--- src/rtl/rv_sync_fifo_pkg.sv ---
`default_nettype none
// ============================================================================
// Module      : rv_sync_fifo_pkg
// Description : Shared types, widths and elaboration helpers for the
//               ready/valid synchronous FIFO slice.
// Revision    : 1.0 - initial release
// ============================================================================
package rv_sync_fifo_pkg;

    // Default payload width for ready/valid links in this codebase.
    localparam int ARCH_WIDTH = 32;

    // True when v is a positive power of two.
    function automatic bit is_pow2(input int v);
        return (v > 0) && ((v & (v - 1)) == 0);
    endfunction

    // Larger of two integers, usable in constant expressions.
    function automatic int MAX(input int a, input int b);
        return (a > b) ? a : b;
    endfunction

endpackage
`default_nettype wire

--- src/rtl/rv_sync_fifo_if.sv ---
`default_nettype none
// ============================================================================
// Module      : rv_if
// Description : Ready/valid handshake link. RX is the accepting side,
//               TX is the producing side.
// Revision    : 1.0 - initial release
// ============================================================================
interface rv_if
    import rv_sync_fifo_pkg::*;
#(
    parameter int DW = ARCH_WIDTH
);
    logic          valid;
    logic          ready;
    logic [DW-1:0] data;

    modport RX (input valid, input data, output ready);
    modport TX (output valid, output data, input ready);
endinterface
`default_nettype wire

--- src/rtl/rv_sync_fifo_mem.sv ---
`default_nettype none
// ============================================================================
// Module      : rv_fifo_mem
// Description : DEPTH x DW storage, one synchronous write port and one
//               asynchronous read port. Contents are never reset.
// Revision    : 1.0 - initial release
// ============================================================================
module rv_fifo_mem #(
    parameter int DW    = 32,
    parameter int DEPTH = 4
) (
    input  wire logic                     clk,
    input  wire logic                     i_we,
    input  wire logic [$clog2(DEPTH)-1:0] i_waddr,
    input  wire logic [DW-1:0]            i_wdata,
    input  wire logic [$clog2(DEPTH)-1:0] i_raddr,
    output logic      [DW-1:0]            o_rdata
);
    logic [DW-1:0] r_mem [DEPTH];

    // Write the addressed entry when enabled; no reset so flush/reset leave data.
    always_ff @(posedge clk) begin
        if (i_we) begin
            r_mem[i_waddr] <= i_wdata;
        end
    end

    assign o_rdata = r_mem[i_raddr];
endmodule
`default_nettype wire

--- src/rtl/rv_sync_fifo.sv ---
`default_nettype none
// ============================================================================
// Module      : rv_sync_fifo
// Description : Single-clock ready/valid FIFO with occupancy flags, flush,
//               and an optional zero-latency bypass when empty.
// Revision    : 1.0 - initial release
// ============================================================================
module rv_sync_fifo
    import rv_sync_fifo_pkg::*;
#(
    parameter int   DW        = ARCH_WIDTH,
    parameter int   DEPTH     = 4,
    parameter int   AF_THRESH = DEPTH - 1,
    parameter logic BYPASS    = 1'b0
) (
    input  wire logic                       clk,
    input  wire logic                       rst_n,
    input  wire logic                       flush,
    rv_if.RX                                in,
    rv_if.TX                                out,
    output logic [$clog2(DEPTH+1)-1:0]      count,
    output logic                            full,
    output logic                            empty,
    output logic                            almost_full
);
    localparam int c_aw = $clog2(DEPTH);
    localparam int c_cw = $clog2(DEPTH + 1);
    localparam logic [c_cw-1:0] c_depth = c_cw'(DEPTH);
    localparam logic [c_cw-1:0] c_af    = c_cw'(AF_THRESH);
    localparam logic [c_aw-1:0] c_ptr_one = c_aw'(1);
    localparam logic [c_cw-1:0] c_cnt_one = c_cw'(1);

    // Elaboration-time parameter sanity checks.
    if (!is_pow2(DEPTH)) begin : g_chk_pow2
        $error("rv_sync_fifo: DEPTH must be a power of two");
    end
    if (MAX(DEPTH, 2) != DEPTH) begin : g_chk_min_depth
        $error("rv_sync_fifo: DEPTH must be at least 2");
    end
    if (MAX(AF_THRESH, DEPTH) != DEPTH) begin : g_chk_af
        $error("rv_sync_fifo: AF_THRESH must not exceed DEPTH");
    end

    logic [c_aw-1:0] r_wr_ptr;
    logic [c_aw-1:0] r_rd_ptr;
    logic [c_cw-1:0] r_count;

    logic            w_full;
    logic            w_empty;
    logic            w_in_ready;
    logic            w_out_valid;
    logic            w_bypass_act;
    logic            w_push;
    logic            w_pop;
    logic            w_bypass_xfer;
    logic            w_wr_en;
    logic            w_rd_en;
    logic [DW-1:0]   w_rd_data;

    // Flags come straight from the registered count.
    assign w_full      = (r_count == c_depth);
    assign w_empty     = (r_count == '0);
    assign full        = w_full;
    assign empty       = w_empty;
    assign almost_full = (r_count >= c_af);
    assign count       = r_count;

    // Handshake: a full FIFO never accepts, even if it pops this cycle.
    assign w_in_ready   = !w_full && !flush && rst_n;
    assign w_bypass_act = BYPASS && w_empty;
    assign w_out_valid  = rst_n && !flush && (w_bypass_act ? in.valid : !w_empty);

    assign in.ready  = w_in_ready;
    assign out.valid = w_out_valid;
    assign out.data  = w_bypass_act ? in.data : w_rd_data;

    assign w_push = in.valid && w_in_ready;
    assign w_pop  = w_out_valid && out.ready;

    // A word that flows straight through on the bypass path touches no state.
    assign w_bypass_xfer = w_bypass_act && w_push && out.ready;
    assign w_wr_en       = w_push && !w_bypass_xfer;
    assign w_rd_en       = w_pop && !w_bypass_xfer;

    // Pointer and occupancy update; flush wins over any transfer.
    always_ff @(posedge clk or negedge rst_n) begin
        if (!rst_n) begin
            r_wr_ptr <= '0;
            r_rd_ptr <= '0;
            r_count  <= '0;
        end else if (flush) begin
            r_wr_ptr <= '0;
            r_rd_ptr <= '0;
            r_count  <= '0;
        end else begin
            if (w_wr_en) begin
                r_wr_ptr <= r_wr_ptr + c_ptr_one;
            end
            if (w_rd_en) begin
                r_rd_ptr <= r_rd_ptr + c_ptr_one;
            end
            case ({w_wr_en, w_rd_en})
                2'b10:   r_count <= r_count + c_cnt_one;
                2'b01:   r_count <= r_count - c_cnt_one;
                default: r_count <= r_count;
            endcase
        end
    end

    rv_fifo_mem #(
        .DW    (DW),
        .DEPTH (DEPTH)
    ) u_mem (
        .clk     (clk),
        .i_we    (w_wr_en),
        .i_waddr (r_wr_ptr),
        .i_wdata (in.data),
        .i_raddr (r_rd_ptr),
        .o_rdata (w_rd_data)
    );
endmodule
`default_nettype wire

--- src/flat_wrapper.sv ---
// flat-port wrapper written by rule: the top's interface ports become plain ports
module rv_sync_fifo_flat import rv_sync_fifo_pkg::*;
#(
    parameter int   DW        = ARCH_WIDTH,
    parameter int   DEPTH     = 4,
    parameter int   AF_THRESH = DEPTH - 1,
    parameter logic BYPASS    = 1'b0
)
  (clk, rst_n, flush, count, full, empty, almost_full, in_valid, in_data, in_ready, out_valid, out_data, out_ready);
  rv_if #(.DW(DW)) in_i ();
  rv_if #(.DW(DW)) out_i ();
  input  wire logic clk;
  input  wire logic rst_n;
  input  wire logic flush;
  output logic [$clog2(DEPTH+1)-1:0] count;
  output logic full;
  output logic empty;
  output logic almost_full;
  input wire logic [$bits(in_i.valid)-1:0] in_valid;
  input wire logic [$bits(in_i.data)-1:0] in_data;
  output wire logic [$bits(in_i.ready)-1:0] in_ready;
  output wire logic [$bits(out_i.valid)-1:0] out_valid;
  output wire logic [$bits(out_i.data)-1:0] out_data;
  input wire logic [$bits(out_i.ready)-1:0] out_ready;
  assign in_i.valid = in_valid;
  assign in_i.data = in_data;
  assign in_ready = in_i.ready;
  assign out_valid = out_i.valid;
  assign out_data = out_i.data;
  assign out_i.ready = out_ready;
  rv_sync_fifo #(.DW(DW), .DEPTH(DEPTH), .AF_THRESH(AF_THRESH), .BYPASS(BYPASS)) u_core (.clk(clk), .rst_n(rst_n), .flush(flush), .in(in_i), .out(out_i), .count(count), .full(full), .empty(empty), .almost_full(almost_full));
endmodule
--- config.mk ---
export PLATFORM = sky130hd
export DESIGN_NAME = rv_sync_fifo_flat
export DESIGN_NICKNAME = d
export VERILOG_FILES = /design/src/rtl/rv_sync_fifo_pkg.sv /design/src/rtl/rv_sync_fifo_if.sv /design/src/rtl/rv_sync_fifo_mem.sv /design/src/rtl/rv_sync_fifo.sv /design/src/flat_wrapper.sv
export SDC_FILE = /design/constraint.sdc
export NUM_CORES = 1
export LEC_CHECK = 0
export CAP_MARGIN = 10
export CORE_ASPECT_RATIO = 0.8
export CORE_MARGIN = 4
export CORE_UTILIZATION = 37
export DETAILED_ROUTE_END_ITERATION = 6
export PLACE_DENSITY = 0.57
export SYNTH_ARGS = -nofsm -noshare
export SYNTH_HDL_FRONTEND = slang
export SYNTH_HIERARCHICAL = 1
export SYNTH_SLANG_ARGS = --single-unit
--- constraint.sdc ---
create_clock -name clk -period 12.5 [get_ports clk]
set_input_delay 2.5 -clock clk [delete_from_list [all_inputs] [get_ports clk]]
set_output_delay 2.5 -clock clk [all_outputs]
set_load 0.01 [all_outputs]
## After elaboration in Yosys (flattened, before gate mapping)

Memory sizes are Yosys's and may differ from the RTL's.
Cells that the tools add are included.

| storage, ports and cells | value |
|---|---|
| flip-flop bits (word level) | 7 |
| RAM bits | 128 |
| input bits | 37 |
| output and inout port bits | 40 |
| logic and storage cells | 33 |
| memories kept | 1 |

Memory list:

| name | depth | bits a word | read ports | clocked after Yosys merged registers in | write ports | RTL line | RTL |
|---|---|---|---|---|---|---|---|
| u_core.u_mem.r_mem | 4 | 32 | 1 | 0 | 1 | rv_sync_fifo_mem.sv:19 | `logic [DW-1:0] r_mem [DEPTH];` |

| cells by class | value |
|---|---|
| add/subtract/negate cells | 4 |
| magnitude comparators | 1 |
| eq/ne operators | 3 |
| mux-type cells | 8 |
| reductions and logical operators | 13 |

Operators by type and width:

| cell | number |
|---|---|
| $mux W2 | 4 |
| $logic_and A1 B1 Y1 | 6 |
| $pmux W3 S2 | 1 |
| $add A2 B1 Y2 const B | 2 |
| $reduce_bool A2 Y1 | 2 |
| $add A3 B1 Y3 const B | 1 |
| $eq A3 B3 Y1 const B | 1 |
| $ge A3 B2 Y1 const B | 1 |
| $logic_not A1 Y1 | 3 |
| $logic_not A3 Y1 | 1 |
| $mux W3 | 1 |
| $reduce_bool A3 Y1 | 1 |
| $sub A3 B1 Y3 const B | 1 |
| $eq A2 B1 Y1 const B | 1 |
| $eq A2 B2 Y1 const B | 1 |
| $mux W1 | 2 |

## Longest topological paths before layout

Gate-level depths: netlist of the first run.

| logic depth | value |
|---|---|
| depth after elaboration | 8 |
| gate-level depth with buffers | 7 |
| mapped depth without buffers | 6 |

## Cells and area by module

The synthesis of the first run kept the hierarchy.

By module, submodules not included:

| module | instances | cells each | area an instance (sq um) | sequential area each (sq um) |
|---|---|---|---|---|
| rv_fifo_mem | 1 | 171 | 4,689.5 | 3,843.7 |
| rv_sync_fifo | 1 | 44 | 455.4 | 175.2 |

## Worst setup path before layout of the first run

OpenSTA, ideal clock, no wires.

| path | value |
|---|---|
| path kind | input -> register |
| start | in flush |
| end | mem u_core.u_mem.r_mem[0][0], enable pin |
| setup time | 0.468 ns |
| data arrival time | 5.746 ns |
| data required time | 12.032 ns |
| slack | 6.286 ns |
| stages on the path | 4 |
| path buffers | 1 |
| cell sequence | clkbuf_1 -> nand2b_1 -> nor3_1 -> nor3b_1 |

| between the ends | value |
|---|---|
| longest elaborated chain between the ends | 6 |

Ends and longest elaborated chain:

| element | RTL line | RTL |
|---|---|---|
| start, declared | flat_wrapper.sv:14 | `input wire logic flush;` |
| $logic_not A1 Y1 | rv_sync_fifo.sv:69 | `assign w_in_ready = !w_full && !flush && rst_n;` |
| $logic_and A1 B1 Y1 (2 in series) | rv_sync_fifo.sv:69 |  |
| $logic_and A1 B1 Y1 | rv_sync_fifo.sv:77 | `assign w_push = in.valid && w_in_ready;` |
| named net u_core.w_push | rv_sync_fifo.sv:53 | `logic w_push;` |
| $mux W1 | rv_sync_fifo_mem.sv:23 | `if (i_we) begin` |
| $mux W1 (implied by the code) | rv_sync_fifo_mem.sv:24 | `r_mem[i_waddr] <= i_wdata;` |
| end, declared | rv_sync_fifo_mem.sv:19 |  |

The timed path passes the listed nets, and every way through them passes these cells.

## Worst setup path after layout of the first run

| path | value |
|---|---|
| start | in rst_n |
| end | out out_valid |

| between the ends | value |
|---|---|
| longest elaborated chain between the ends | 2 |

Ends and longest elaborated chain:

| element | RTL line | RTL |
|---|---|---|
| start, declared | flat_wrapper.sv:13 | `input wire logic rst_n;` |
| $logic_and A1 B1 Y1 (2 in series) | rv_sync_fifo.sv:71 | `assign w_out_valid = rst_n && !flush && (w_bypass_act ? in.valid : !w_empty);` |
| end, declared | flat_wrapper.sv:22 | `output wire logic [$bits(out_i.valid)-1:0] out_valid;` |

No other way between the ends.

==> impl_metrics.csv, run 1 <==
group,metric,value,unit
sta,rsz0062_at_grt,"no",
synth,synth-seq-cells,135,
sta,hold_viol,0,
clocking,clock_latency,0.40,ns
sta,fmax,149,MHz
final_layout,layout_common_cells,"128 x edfxtp_1, 76 x clkdlybuf4s50_1, 30 x mux4_2",
floorplan,num_io_pins,77,
run,maxCapViolCount,0,
floorplan,die_h,113,um
placement,dp_worst_setup_slack,5.77,ns
routing,first_iter_violations,174,
synth,synth.distinct_cells,35,
clocking,cts_tree,"yes",
grt,globalRouteMet2Util,18.8,%
routing,drt_pass1_iterations,4,
sta,tightest_slew,0.905,ns
synth,synth_seq_area_share,78.1,%
sta,skew,0.0113,ns
sta,fin_crit_sh,53.6,%
final_layout,drive_gt1_share,21.5,%
critical_path,critPathKind,"input port to output port",
power,vdd_drop_max,0.0938,mV
grt,antenna_found_initial,0,
synth,yosysWarningCount,6,
floorplan,initial_core_util,37.8,%
outcome,status,"complete, no violations",
grt,grt_use_total,12.4,%
clocking,clk_pin_slew,0.06,ns
final_layout,fin_nets,342,
sta,drv_slew,0,
final_layout,fin_area,6590,sq um
synth,ys.flop_type,"edfxtp_1",
synth,netlist_area,5140,sq um
sta,relSlewSlack,39.7,%
critical_path,slowest_stage,"clkdlybuf4s50_1",
final_layout,num_antenna_cells,0,
sta,hold_ws,0.629,ns
routing,drc,0,
final_layout,final_common_cell,"edfxtp_1",
placement,hpwl,5280,um
synth,synth_area_leader_cell,"edfxtp_1",
grt,grt-busiest-layer,"met2",
sta,finalSetupViolCount,0,
grt,grt_pass1_vias,2571,
routing,drtAntennaViolNets,0,
grt,grt_util_met3,5.20,%
synth,yosys-top-cells-area,"edfxtp_1 75%, mux4_2 13%, dfrtp_1 3.4%",
grt,grt_max_degree,35,
power,leakage,2.10,nW
critical_path,max_stage_delay,0.71,ns
placement,place_area,6070,sq um
hold_path,min_path_type,"flip-flop to flip-flop",
sta,setup-tns-final,0,ns
clocking,cts_root_buffer,"clkbuf_16",
critical_path,arrival,4.20,ns
critical_path,crit_path_end_kind,"output port",
critical_path,crit_chain,"clkdlybuf4s50_1, nand2b_1, nor2_1, clkdlybuf4s50_1",
final_layout,nFillCells,1143,
grt,use_met1,16.8,%
clocking,cts-hold-fix-buffers,0,
placement,io_buffer_count,76,
final_layout,stdcell_count,497,
sta,fin_crit,6.70,ns
synth,synthesis.nets,253,
power,power,1.07,mW
final_layout,fin_util,48.5,%
critical_path,cp-start-kind,"input port",
routing,vias_per_cell,4.85,
critical_path,cpMostUsedCell,"clkdlybuf4s50_1",
placement,gp_congestion,0.718,
final_layout,area_growth,28.2,%
power,power_density,162,nW/um^2
clocking,h-tree-depth,4,
routing,vias,2410,
clocking,numCtsBuffers,17,
floorplan,rows,38,
grt,overflow,0,
synth,synth_edf_count,128,
routing,wl_per_cell,18.6,um
grt,grt_pass1_wl,14700,um
floorplan,core_region_area,13600,sq um
sta,fin_ws,5.80,ns
floorplan,dieArea,15900,sq um
final_layout,seq_area,4020,sq um
clocking,post_cts_buffers,0,
placement,dpl.cell_count,465,
floorplan,die_x,140,um
critical_path,cp_max_fo,10,
clocking,cts_sinks,135,
clocking,cts_resized,0,
routing,drt_wl_total,9250,um
synth,async_reset_ff_share,5.19,%
final_layout,multi_input_area,1030,sq um
synth,netlist.area_leader.share,74.7,%
synth,syn-mean-instance-area,23.9,sq um
synth,synthCells,215,
clocking,clock_path_buffers,2,
critical_path,required,10.00,ns
[where the power goes]
group	internal, mW	switching (mW)
Sequential	0.507	0.00592
Clock	0.272	0.170
Combinational	0.0621	0.0486
Total	0.841	0.224
[final cells by class]
type / instances / share of cell area, %
Clock inverter: 9 / 1.20
Inverter: 3 / 0.171
Clock buffer: 23 / 6.79
Tap cell: 180 / 3.42
Timing Repair Buffer: 78 / 11.8
Multi-Input combinational cell: 69 / 15.7
Sequential cell: 135 / 61.0
[synth_stat cells, drive strengths merged (2+ instances only)]
| cell type | instances |
|---|---|
| nor3 | 3 |
| nor2 | 6 |
| buf | 7 |
| o41ai | 2 |
| edfxtp | 128 |
| dfrtp | 7 |
| xnor2 | 2 |
| inv | 3 |
| mux4 | 32 |
| nor3b | 2 |
| and3b | 2 |
| xor2 | 2 |
[routing by layer]
layer  wire (um)  vias up
met5           0        -
met4          29        0
met3         504        2
met2        4420       71
met1        4290     1246
li1            -     1091
[critical path: cells and delay by family]
family / cells / cell delay (ns)
buffers and inverters: 2 / 1.26
AND/OR/NAND/NOR: 2 / 0.43
[state kept, by name (all words and copies together) (netlist names)]
signal,flops
u_core/r_wr_ptr,2
u_core/u_mem/r_mem,128
u_core/count,3
u_core/r_rd_ptr,2
[cell families after synthesis]
kind of cell,after synthesis,share of synthesized area [%]
fa+ha+maj,1,0.389
xor+xnor,4,0.681
buf+inv,11,1.97
compound gates,10,1.97
flops,135,78.1
simple gates,21,2.50
mux,33,14.4
[final timing paths]
path	slack, ns	depth (start not counted)	from	end
setup reg to reg	10.05	3	u_core/count[2]$_DFFE_PN0P_	u_core/u_mem/r_mem[1][4]$_DFFE_PP_
setup / recovery	5.80	4	rst_n	out_valid
max in group asynchronous	9.80	1	rst_n	u_core/r_rd_ptr[0]$_DFFE_PN0P_
hold / removal	0.63	2	u_core/r_wr_ptr[1]$_DFFE_PN0P_	u_core/r_wr_ptr[1]$_DFFE_PN0P_
min in group asynchronous	2.40	1	rst_n	u_core/count[2]$_DFFE_PN0P_
hold reg to reg	0.63	2	u_core/r_wr_ptr[1]$_DFFE_PN0P_	u_core/r_wr_ptr[1]$_DFFE_PN0P_
Note: power is estimated with default switching activity, not from simulation.
==> run 2, diff against run 1 <==
==> constraint.sdc (replaced) <==
create_clock -name clk -period 6.7 [get_ports clk]
set_input_delay 1.34 -clock clk [delete_from_list [all_inputs] [get_ports clk]]
set_output_delay 1.34 -clock clk [all_outputs]
set_load 0.01 [all_outputs]
==> run 2 against run 1 <==
  * Clock skew down 0.0023 ns
  * Via count is 0.91% higher
  * Cell area up 1.6%
  * Largest power group is now clock
  * Sequential cell count unchanged
  * Sequential power increased by 86%
  * Critical path depth did not move
  * Clock-buffer cell count shrank 6
  * Core utilization up 0.75 points
  * Die area is the same
  * Critical endpoint is now in_ready
==> impl_metrics.csv, run 2 (synthesized netlist as in run 1, its figures left out) <==
group,metric,value,unit
routing,drc,0,
sta,hold_viol,0,
routing,drt_pass1_iterations,4,
final_layout,layout_common_cells,"128 x edfxtp_1, 76 x clkdlybuf4s50_1, 30 x mux4_2",
sta,fin_crit_sh,65.6,%
clocking,post_cts_buffers,0,
floorplan,die_h,113,um
floorplan,dieArea,15900,sq um
critical_path,crit_buf_inv,2,
routing,drt_wl_total,9380,um
clocking,cts_root_buffer,"clkbuf_16",
clocking,clock_path_buffers,2,
sta,drv_slew,0,
final_layout,final_common_cell,"edfxtp_1",
sta,fin_crit,4.40,ns
critical_path,cp-start-kind,"input port",
grt,antenna_found_initial,0,
routing,first_iter_violations,139,
run,maxCapViolCount,0,
grt,overflow,0,
critical_path,slowest_stage,"clkdlybuf4s50_1",
clocking,cts_tree,"yes",
clocking,h-tree-depth,4,
power,vdd_drop_max,0.173,mV
final_layout,num_antenna_cells,0,
sta,tightest_slew,0.903,ns
clocking,numCtsBuffers,17,
routing,vias_per_cell,4.89,
final_layout,top_register,"u_core/u_mem/r_mem",
clocking,cts_sinks,135,
placement,hpwl,5490,um
floorplan,core_region_area,13600,sq um
final_layout,fin_area,6700,sq um
clocking,clk_pin_slew,0.06,ns
hold_path,min_path_type,"flip-flop to flip-flop",
routing,drtAntennaViolNets,0,
placement,gp_congestion,0.724,
sta,fmax,227,MHz
sta,skew,0.00895,ns
sta,finalSetupViolCount,0,
routing,vias,2432,
final_layout,largest_reg_flops,128,
power,power_density,318,nW/um^2
floorplan,initial_core_util,37.8,%
grt,grt_pass1_vias,2507,
critical_path,arrival,3.06,ns
critical_path,regToRegSetupSlack,4.24,ns
clocking,clock_latency,0.41,ns
placement,dp_worst_setup_slack,2.25,ns
final_layout,drive_gt1_share,23.7,%
final_layout,area_growth,30.2,%
floorplan,num_io_pins,77,
critical_path,critPathKind,"input port to output port",
placement,place_area,6070,sq um
critical_path,cp_max_fo,10,
routing,wl_per_cell,18.9,um
grt,grt_pass1_wl,14500,um
power,power,2.13,mW
final_layout,fin_nets,342,
clocking,cts-hold-fix-buffers,0,
clocking,cts_resized,0,
placement,dpl.cell_count,465,
sta,fin_ws,2.30,ns
critical_path,crit_chain,"clkdlybuf4s50_1, nand2b_1, nor2_1, clkdlybuf4s50_1",
floorplan,rows,38,
floorplan,die_x,140,um
critical_path,crit_path_end_kind,"output port",
final_layout,stdcell_count,497,
critical_path,crit_family,"buffers and inverters",
power,leakage,2.14,nW
critical_path,max_stage_delay,0.71,ns
grt,grt_max_degree,35,
critical_path,required,5.36,ns
critical_path,cpMostUsedCell,"clkdlybuf4s50_1",
placement,io_buffer_count,76,
sta,setup-tns-final,0,ns
outcome,status,"complete, no violations",
sta,relSlewSlack,39.8,%
grt,grt_use_total,12.4,%
sta,rsz0062_at_grt,"no",
[run 2: cell count changes in the layout (fill, tap and decap cells not counted), sizes merged]
cell	change
inv	+1
bufinv	+3
clkinvlp	+3
clkinv	-1
clkbuf	-6
[run 2: power by group]
group | switching [mW] | total, mW | leakage (nW) | internal (mW)
registers | 0.0110 | 0.956 | 1.25 | 0.945
clock network | 0.345 | 0.968 | 0.295 | 0.624
logic | 0.0912 | 0.207 | 0.594 | 0.116
[run 2: routing by layer]
| metal | global-route usage (%) | share of wire [%] | vias to the layer above |
|---|---|---|---|
| li1 | - | - | 1090 |
| met1 | 17.6 | 48 | 1266 |
| met2 | 17.8 | 45 | 67 |
| met3 | 4.69 | 5.6 | 9 |
| met4 | 4.45 | 0.95 | 0 |
| met5 | 0 | 0 | - |
[run 2: area by class of cell]
class                   instances  area (sq um)
inverters                       3          11.3
multi-input cells              69          1030
flip-flops and latches        135          4020
clock inverters                15           204
clock buffers                  17           425
well taps                     180           225
fillers                      1123          6900
repair buffers                 78           776
[run 2: worst reg2reg max path, delay by kind of cell (launching register included)]
kind	cells	cell delay, ns
flip-flops	1	0.43
AND/OR/NAND/NOR	3	1.62
[run 2: final timing paths]
kind / start / end / depth (start not counted)
min in group asynchronous: rst_n / u_core/count[1]$_DFFE_PN0P_ / 1
worst min register to register: u_core/count[2]$_DFFE_PN0P_ / u_core/count[2]$_DFFE_PN0P_ / 1
worst min-delay path: u_core/count[2]$_DFFE_PN0P_ / u_core/count[2]$_DFFE_PN0P_ / 1
max in group asynchronous: rst_n / u_core/r_rd_ptr[1]$_DFFE_PN0P_ / 1
worst max register to register: u_core/count[2]$_DFFE_PN0P_ / u_core/u_mem/r_mem[2][20]$_DFFE_PP_ / 3
worst max-delay path: rst_n / in_ready / 4
[run 2: per-stage QoR]
| step | util [%] | hold slack (ns) |
|---|---|---|
| floorplan | - | 0.547 |
| CTS | 49.2 | 0.641 |
| global placement | 44.6 | 0.604 |
| finish | 49.2 | 0.641 |
| global route | 49.2 | 0.684 |
| detailed placement | 44.6 | 0.627 |
==> run 3, diff against run 2 <==
--- a/config.mk
+++ b/config.mk
@@ -10,7 +10,7 @@
 export CORE_MARGIN = 4
 export CORE_UTILIZATION = 37
 export DETAILED_ROUTE_END_ITERATION = 6
-export PLACE_DENSITY = 0.57
+export PLACE_DENSITY = 0.59
 export SYNTH_ARGS = -nofsm -noshare
 export SYNTH_HDL_FRONTEND = slang
 export SYNTH_HIERARCHICAL = 1
==> constraint.sdc (replaced) <==
create_clock -name clk -period 3.52 [get_ports clk]
set_input_delay 0.704 -clock clk [delete_from_list [all_inputs] [get_ports clk]]
set_output_delay 0.704 -clock clk [all_outputs]
set_load 0.01 [all_outputs]
==> run 3 against run 2 <==
  * Sequential share of layout area shrank 0.87 points
  * Non-clock buffer count rose by 8
  * Die area did not move
  * Wire length decreased by 0.55%
  * Total power up 89%
  * Clock skew decreased by 0.0044 ns
  * Final cell count rose by 1.6%
  * First-iteration DRC count increased by 24%
  * Register-to-register slack worse by 3.0 ns
  * Global-route usage grew 0.070 points
  * Worst hold slack worse by 0.10 ns
==> impl_metrics.csv, run 3 (synthesized netlist as in run 1, its figures left out) <==
group,metric,value,unit
floorplan,num_io_pins,77,
floorplan,initial_core_util,37.8,%
routing,vias,2447,
final_layout,largest_reg_flops,128,
critical_path,required,2.82,ns
routing,vias_per_cell,4.85,
critical_path,cp_max_fo,9,
sta,setup-tns-final,0,ns
sta,fin_crit,2.98,ns
final_layout,layout_common_cells,"128 x edfxtp_1, 76 x clkdlybuf4s50_1, 30 x mux4_2",
critical_path,critPathLaunch,"flush",
final_layout,final_common_cell,"edfxtp_1",
power,power,4.02,mW
power,leakage,2.19,nW
critical_path,crit_path_end_kind,"output port",
clocking,clk_pin_slew,0.06,ns
routing,wl_per_cell,18.5,um
final_layout,num_antenna_cells,0,
critical_path,cp-start-kind,"input port",
routing,drtAntennaViolNets,0,
floorplan,core_region_area,13600,sq um
critical_path,regToRegSetupSlack,1.22,ns
sta,fin_ws,0.542,ns
placement,hpwl,5650,um
sta,skew,0.00451,ns
placement,dp_worst_setup_slack,0.502,ns
sta,drv_slew,0,
clocking,cts-hold-fix-buffers,0,
critical_path,rr_startpoint,"u_core/count[0]$_DFFE_PN0P_",
clocking,clock_path_buffers,2,
routing,drt_wl_total,9330,um
grt,grt_use_total,12.5,%
clocking,cts_tree,"yes",
placement,gp_congestion,0.723,
sta,hold_ws,0.540,ns
sta,tightest_slew,0.549,ns
sta,hold_viol,0,
critical_path,arrival,2.27,ns
clocking,h-tree-depth,4,
clocking,cts_resized,0,
floorplan,die_h,113,um
sta,fmax,336,MHz
final_layout,nFillCells,1117,
final_layout,drive_gt1_share,24.3,%
grt,grt_pass1_vias,2568,
clocking,post_cts_buffers,0,
run,maxCapViolCount,0,
clocking,cts_root_buffer,"clkbuf_16",
clocking,cts_sinks,135,
final_layout,top_register,"u_core/u_mem/r_mem",
outcome,status,"complete, no violations",
grt,grt_pass1_wl,14800,um
placement,io_buffer_count,76,
critical_path,reg2reg_depth,5,
floorplan,dieArea,15900,sq um
grt,antenna_found_initial,0,
clocking,numCtsBuffers,17,
power,power_density,592,nW/um^2
sta,relSlewSlack,63.2,%
routing,drt_pass1_iterations,4,
routing,first_iter_violations,172,
clocking,clock_latency,0.40,ns
routing,drc,0,
grt,grt_max_degree,35,
sta,fin_crit_sh,84.6,%
floorplan,rows,38,
placement,place_area,6180,sq um
critical_path,critPathKind,"input port to output port",
sta,rsz0062_at_grt,"no",
hold_path,min_path_type,"input port to asynchronous set/reset pin",
sta,finalSetupViolCount,0,
floorplan,die_x,140,um
final_layout,fin_nets,350,
final_layout,area_growth,32.1,%
power,vdd_drop_max,0.387,mV
final_layout,fin_area,6800,sq um
grt,overflow,0,
==> run 3: path summary, 6_finish.rpt <==
kind	endpoint
worst max-delay path	out_valid
worst min-delay path	u_core/count[0]$_DFFE_PN0P_
worst max register to register	u_core/count[2]$_DFFE_PN0P_
worst min register to register	u_core/count[2]$_DFFE_PN0P_
max in group asynchronous	u_core/r_wr_ptr[0]$_DFFE_PN0P_
min in group clk	u_core/count[2]$_DFFE_PN0P_
==> run 3: where the power goes <==
group / switching [mW] / internal, mW / leakage, nW
Combinational: 0.173 / 0.230 / 0.647
Clock: 0.621 / 1.18 / 0.292
Sequential: 0.0221 / 1.80 / 1.25
==> run 3: cell type report <==
cell class / instances / area, sq um / share of cell area [%]
repair buffers: 86 / 886 / 13.0
flip-flops and latches: 135 / 4020 / 59.2
multi-input cells: 69 / 1040 / 15.3
clock buffers: 18 / 429 / 6.32
clock inverters: 14 / 183 / 2.69
well taps: 180 / 225 / 3.31
inverters: 3 / 11.3 / 0.166
==> run 3: routing by layer <==
| metal | GRT usage (%) | vias to the layer above | routed length, um |
|---|---|---|---|
| li1 | - | 1113 | - |
| met1 | 17.7 | 1265 | 4390 |
| met2 | 17.9 | 67 | 4330 |
| met3 | 4.23 | 2 | 577 |
| met4 | 5.04 | 0 | 29 |
| met5 | 0 | - | 0 |
==> run 3: critical path: stages <==
cell	delay [ns]
clkdlybuf4s50_1	0.55
nand2b_1	0.33
nor2_1	0.14
clkdlybuf4s50_1	0.54
==> run 3: per-stage QoR <==
stage | instances | util [%]
3_3_place_gp | 473 | 45.5
4_1_cts | 505 | 50.0
3_5_place_dp | 473 | 45.5
5_1_grt | 505 | 50.0
6_report | 505 | 50.0
2_1_floorplan | 215 | -
==> RTL change 1 (flow settings as in run 2) <==
Put one more register stage on the output `count`, with the module's reset. The value now appears one clock later. The other outputs are not delayed to match. Comments in the files are not updated.
--- a/src/rtl/rv_sync_fifo.sv
+++ b/src/rtl/rv_sync_fifo.sv
@@ -65,3 +65,9 @@
     assign almost_full = (r_count >= c_af);
-    assign count       = r_count;
+    always_ff @(posedge clk or negedge rst_n) begin
+        if (!rst_n) begin
+            count <= '0;
+        end else begin
+            count <= r_count;
+        end
+    end
 
Function: changed (a bounded check fails within 4 cycles, from zero or initial values and one cycle with rst_n low).
==> RTL change 1 against run 2 <==
Via count grew 1.7%; power down 7.9%; final area increased by 0.60%; worst setup slack lost 0.10 ns; largest power group is now sequential cells; global-route usage hardly changed; fmax is 2.3% lower; wire length increased by 0.52%; critical path type unchanged; first-iteration DRC count up 42%; sequential cell count is 3 higher; synthesized area is 2.0% higher.
==> RTL change 1: results (changes against run 2) <==
slew-limit-headroom_pct: 39.9  # was 39.8%
synth_area_leaders: "edfxtp_1 (73%), mux4_2 (13%), dfrtp_1 (4.8%)"  # was edfxtp_1 (75%), mux4_2 (13%), dfrtp_1 (3.4%)
grt_pass1_wl_microns: 14700  # was 14,500 microns
status: "finished clean"  # unchanged
grt_use_total_pct: 12.4  # about the same
first_iter_violations: 198  # was 139
ys_top_cells_by_count: "edfxtp_1 (128), mux4_2 (30), dfrtp_1 (10)"  # was edfxtp_1 (128), mux4_2 (30), dfrtp_1 (7)
synth.area.mux_share_pct: 13.9  # was 14.4%
syn_nets: 261  # was 253
wl_microns: 9430  # was 9380 microns
r2r_cells: 4  # was 3
endpoint: "out_valid"  # was in_ready
hpwl_microns: 5500  # was 5490 microns
cpPeakStageDelay_ns: 0.81  # was 0.71 ns
r2r_end: "u_core/u_mem/r_mem[3][17]$_DFFE_PP_"  # was u_core/u_mem/r_mem[2][20]$_DFFE_PP_
synth_compound_area_share_pct: 1.93  # was 1.97%
worstHoldStart: "u_core/r_count[2]$_DFFE_PN0P_"  # was u_core/count[2]$_DFFE_PN0P_
whs_ns: 0.523  # was 0.641 ns
min_to: "u_core/count[2]$_DFF_PN0_"  # was u_core/count[2]$_DFFE_PN0P_
synth_fa_ha_area_share_pct: 0.382  # was 0.389%
async_flop_share_pct: 7.25  # was 5.19%
ff2ff_setup_slack_ns: 4.20  # was 4.24 ns
leakagePower_nw: 2.17  # was 2.14 nW
cp_max_fo: 13  # was 10
skew_ns: 0.00471  # was 0.00895 ns
arrival_ns: 3.16  # was 3.06 ns
[RTL change 1: cell count changes in the layout (fill, tap and decap cells not counted), moves of 2 or more]
cell        delta
clkbuf_1       +5
dfrtp_1        +3
clkinv_1       +2
clkinv_4       -3
or3_1          +2
o21ai_0        +2
clkinvlp_4     -3
[RTL change 1: worst register-to-register path: stages, from the launching register on]
cell and delay (ns):
dfrtp_1 0.45, or3b_4 0.30, inv_1 0.09, nor3_1 0.40
and3_2 0.87
[RTL change 1: kinds of logic (layout without fill, tap and decap cells)]
family                     Yosys count  count (layout)
adders and majority gates            1               1
DFF                                138             138
buffers and inverters               13             114
AOI/OAI and AO/OA                   10              10
and+or+nand+nor                     25              25
muxes                               32              32
xor gates and xnor gates             4               4
[RTL change 1: layout make-up]
cell class / count / area [sq um]
timing repair buffer: 78 / 776
fill: 1122 / 7000
clock buffer: 22 / 444
tap: 180 / 225
clock inverter: 9 / 124
multi-input combinational: 72 / 1050
inverter: 5 / 18.8
sequential: 138 / 4100
[RTL change 1: power by group through the flow]
stage	sequential, W	clock, W	combinational (W)
after floorplan	0.000977	0	0.0000433
after global placement	0.000977	0	0.000105
after detailed placement	0.000977	0	0.000106
after CTS	0.000960	0.000918	0.000107
after global routing	0.000961	0.000959	0.000113
final	0.000960	0.000899	0.000105
[RTL change 1: layer usage]
layer	track usage [%]	part of all wire, %
met5	0	0
met2	17.5	45
met1	17.4	47
met3	3.80	6.2
met4	6.00	2.0
[RTL change 1: through the flow]
stage               instance area (sq um)  instances  setup WS [ns]
floorplan                            5250        223           1.66
global placement                     6170        473           2.18
detailed placement                   6170        473           2.15
CTS                                  6740        504           2.15
global route                         6740        504           2.03
finish                               6740        504           2.20
==> RTL change 2 (config.mk and constraints of run 2) <==
Without the edit above. The package constant `ARCH_WIDTH` goes from 32 to 64.
--- a/src/rtl/rv_sync_fifo_pkg.sv
+++ b/src/rtl/rv_sync_fifo_pkg.sv
@@ -10,3 +10,3 @@
     // Default payload width for ready/valid links in this codebase.
-    localparam int ARCH_WIDTH = 32;
+    localparam int ARCH_WIDTH = 64;
 
Ports: changed (resized in_data and out_data); port bits go from 77 to 141. The function was not compared with the original's and may differ.
==> RTL change 2 against run 2 <==
Sequential cell count grew 128; global-route usage up 0.49 points; sequential share of layout area grew 3.9 points; synthesized area up 90%; critical path depth fell by 1; final area grew 84%; non-clock buffer count grew 66; power rose by 64%; worst setup slack worse by 0.17 ns; cell count grew 83%; combinational power increased by 56%; sequential power grew 96%; clock power is 35% higher; wire length is 100% higher; critical path type is now reg2out; critical endpoint is now out_data[14].
==> RTL change 2: results (changes against run 2) <==
synth_area_leaders: "edfxtp_1 (78%), mux4_2 (14%), dfrtp_1 (1.8%)"  # was edfxtp_1 (75%), mux4_2 (13%), dfrtp_1 (3.4%)
grt_pass1_wl_microns: 29000  # was 14,500 microns
antenna_found_initial: 3  # was 0
ys_top_cells_by_count: "edfxtp_1 (256), mux4_2 (60), dfrtp_1 (7)"  # was edfxtp_1 (128), mux4_2 (30), dfrtp_1 (7)
leakagePower_nw: 3.80  # was 2.14 nW
netSwitchingFraction_pct: 20.4  # was 21.0%
antennaDiodeCount: 0  # unchanged
wl_per_cell_microns: 21.1  # was 18.9 microns
grt_max_degree: 66  # was 35
fin_nets: 609  # was 342
drive_gt1_share_pct: 19.3  # was 23.7%
dr.pass1.iters: 4  # unchanged
syn_nets: 452  # was 253
vdd_ir_drop_max_v: 0.000177  # was 0.000173 V
nFillCells: 2110  # was 1,123
path_clk_slew_ns: 0.06  # about the same
cp_max_fo: 48  # was 10
ys_warn_count: 6  # unchanged
grt_use_total_pct: 12.9  # was 12.4%
status: "finished clean"  # unchanged
arrival_ns: 3.23  # was 3.06 ns
hpwl_microns: 11500  # was 5490 microns
synth_cell_types: 36  # was 35
cts_resized: 0  # unchanged
first_global_vias: 4887  # was 2,507
hold_class: "reg2reg"  # unchanged
clock_path_buffers: 3  # was 2
htreeDepth: 1  # was 4
synth_edf_count: 256  # was 128
yosysSeqAreaShare_pct: 80.3  # was 78.1%
top_register: "u_core/u_mem/r_mem"  # unchanged
place_ws_ns: 2.05  # was 2.25 ns
worstHoldStart: "u_core/count[2]$_DFFE_PN0P_"  # unchanged
r2r_start: "u_core/count[2]$_DFFE_PN0P_"  # unchanged
synth-main-ff-cell: "edfxtp_1"  # unchanged
clk_latency_ns: 0.52  # was 0.41 ns
port-buffer-count: 140  # was 76
cts_buffers: 26  # was 17
worstSetupStartpoint: "u_core/r_rd_ptr[0]$_DFFE_PN0P_"  # was rst_n
skew_ns: 0.00936  # was 0.00895 ns
largest_register_ffs: 256  # was 128
gp_congestion: 0.760  # was 0.724
post_cts_buffers: 0  # unchanged
num_vias: 4475  # was 2,432
async_flop_share_pct: 2.66  # was 5.19%
first_iter_violations: 261  # was 139
worst_pin_slew_ns: 1.06  # was 0.903 ns
cts-root-buf: "clkbuf_16"  # unchanged
## RTL change 2: path summary, 6_finish.rpt
check | end | slack, ns | depth (start not counted)
min | u_core/count[2]$_DFFE_PN0P_ | 0.66 | 1
max reg2reg | u_core/u_mem/r_mem[2][9]$_DFFE_PP_ | 3.78 | 4
min in group asynchronous | u_core/count[0]$_DFFE_PN0P_ | 1.12 | 1
max in group asynchronous | u_core/r_rd_ptr[0]$_DFFE_PN0P_ | 5.25 | 1
max | out_data[14] | 2.13 | 3
min reg2reg | u_core/count[2]$_DFFE_PN0P_ | 0.66 | 1
## RTL change 2: logic make-up after synthesis
family | after synthesis | share of synthesized area [%]
buffers and inverters | 18 | 1.85
AND/OR/NAND/NOR | 21 | 1.32
adder cells (fa/ha/maj) | 1 | 0.204
multiplexers | 65 | 15.0
AO/OA/AOI/OAI | 10 | 1.03
XOR/XNOR | 4 | 0.358
flip-flops | 263 | 80.3
## RTL change 2: power groups by stage
stage          combinational (W)  clock (W)  sequential (W)
3_5_place_dp            0.000327          0         0.00191
3_3_place_gp            0.000322          0         0.00190
4_1_cts                 0.000329    0.00136         0.00187
6_report                0.000322    0.00131         0.00187
2_1_floorplan           0.000161          0         0.00189
5_1_grt                 0.000345    0.00144         0.00188
## RTL change 2: layout make-up
| cell class | instances | area [sq um] | share of cell area, % |
|---|---|---|---|
| clock buffers | 41 | 748 | 6.08 |
| clock inverters | 7 | 32.5 | 0.264 |
| inverters | 3 | 11.3 | 0.0915 |
| multi-input cells | 101 | 1780 | 14.4 |
| flip-flops and latches | 263 | 7870 | 63.9 |
| well taps | 351 | 439 | 3.57 |
| repair buffers | 144 | 1430 | 11.6 |
## RTL change 2: layer usage
metal	vias up	track usage, %	part of all wire [%]
met3	35	4.44	8.3
met4	6	2.69	1.6
met5	-	0	0.21
met1	2338	19.1	45
met2	133	18.8	45
li1	1963	-	-
## RTL change 2: stage by stage
stage / instances / utilization [%] / area [sq um]
2_1_floorplan: 382 / - / 9800
3_3_place_gp: 862 / 44.9 / 11500
3_5_place_dp: 862 / 44.9 / 11500
4_1_cts: 910 / 47.9 / 12300
5_1_grt: 910 / 47.9 / 12300
6_report: 910 / 47.9 / 12300
## RTL change 2: worst max-delay path, stage by stage (launching register included)
cell and delay, ns:
dfrtp_4 1.07, buf_4 0.51, mux4_2 0.60, clkdlybuf4s50_1 0.51
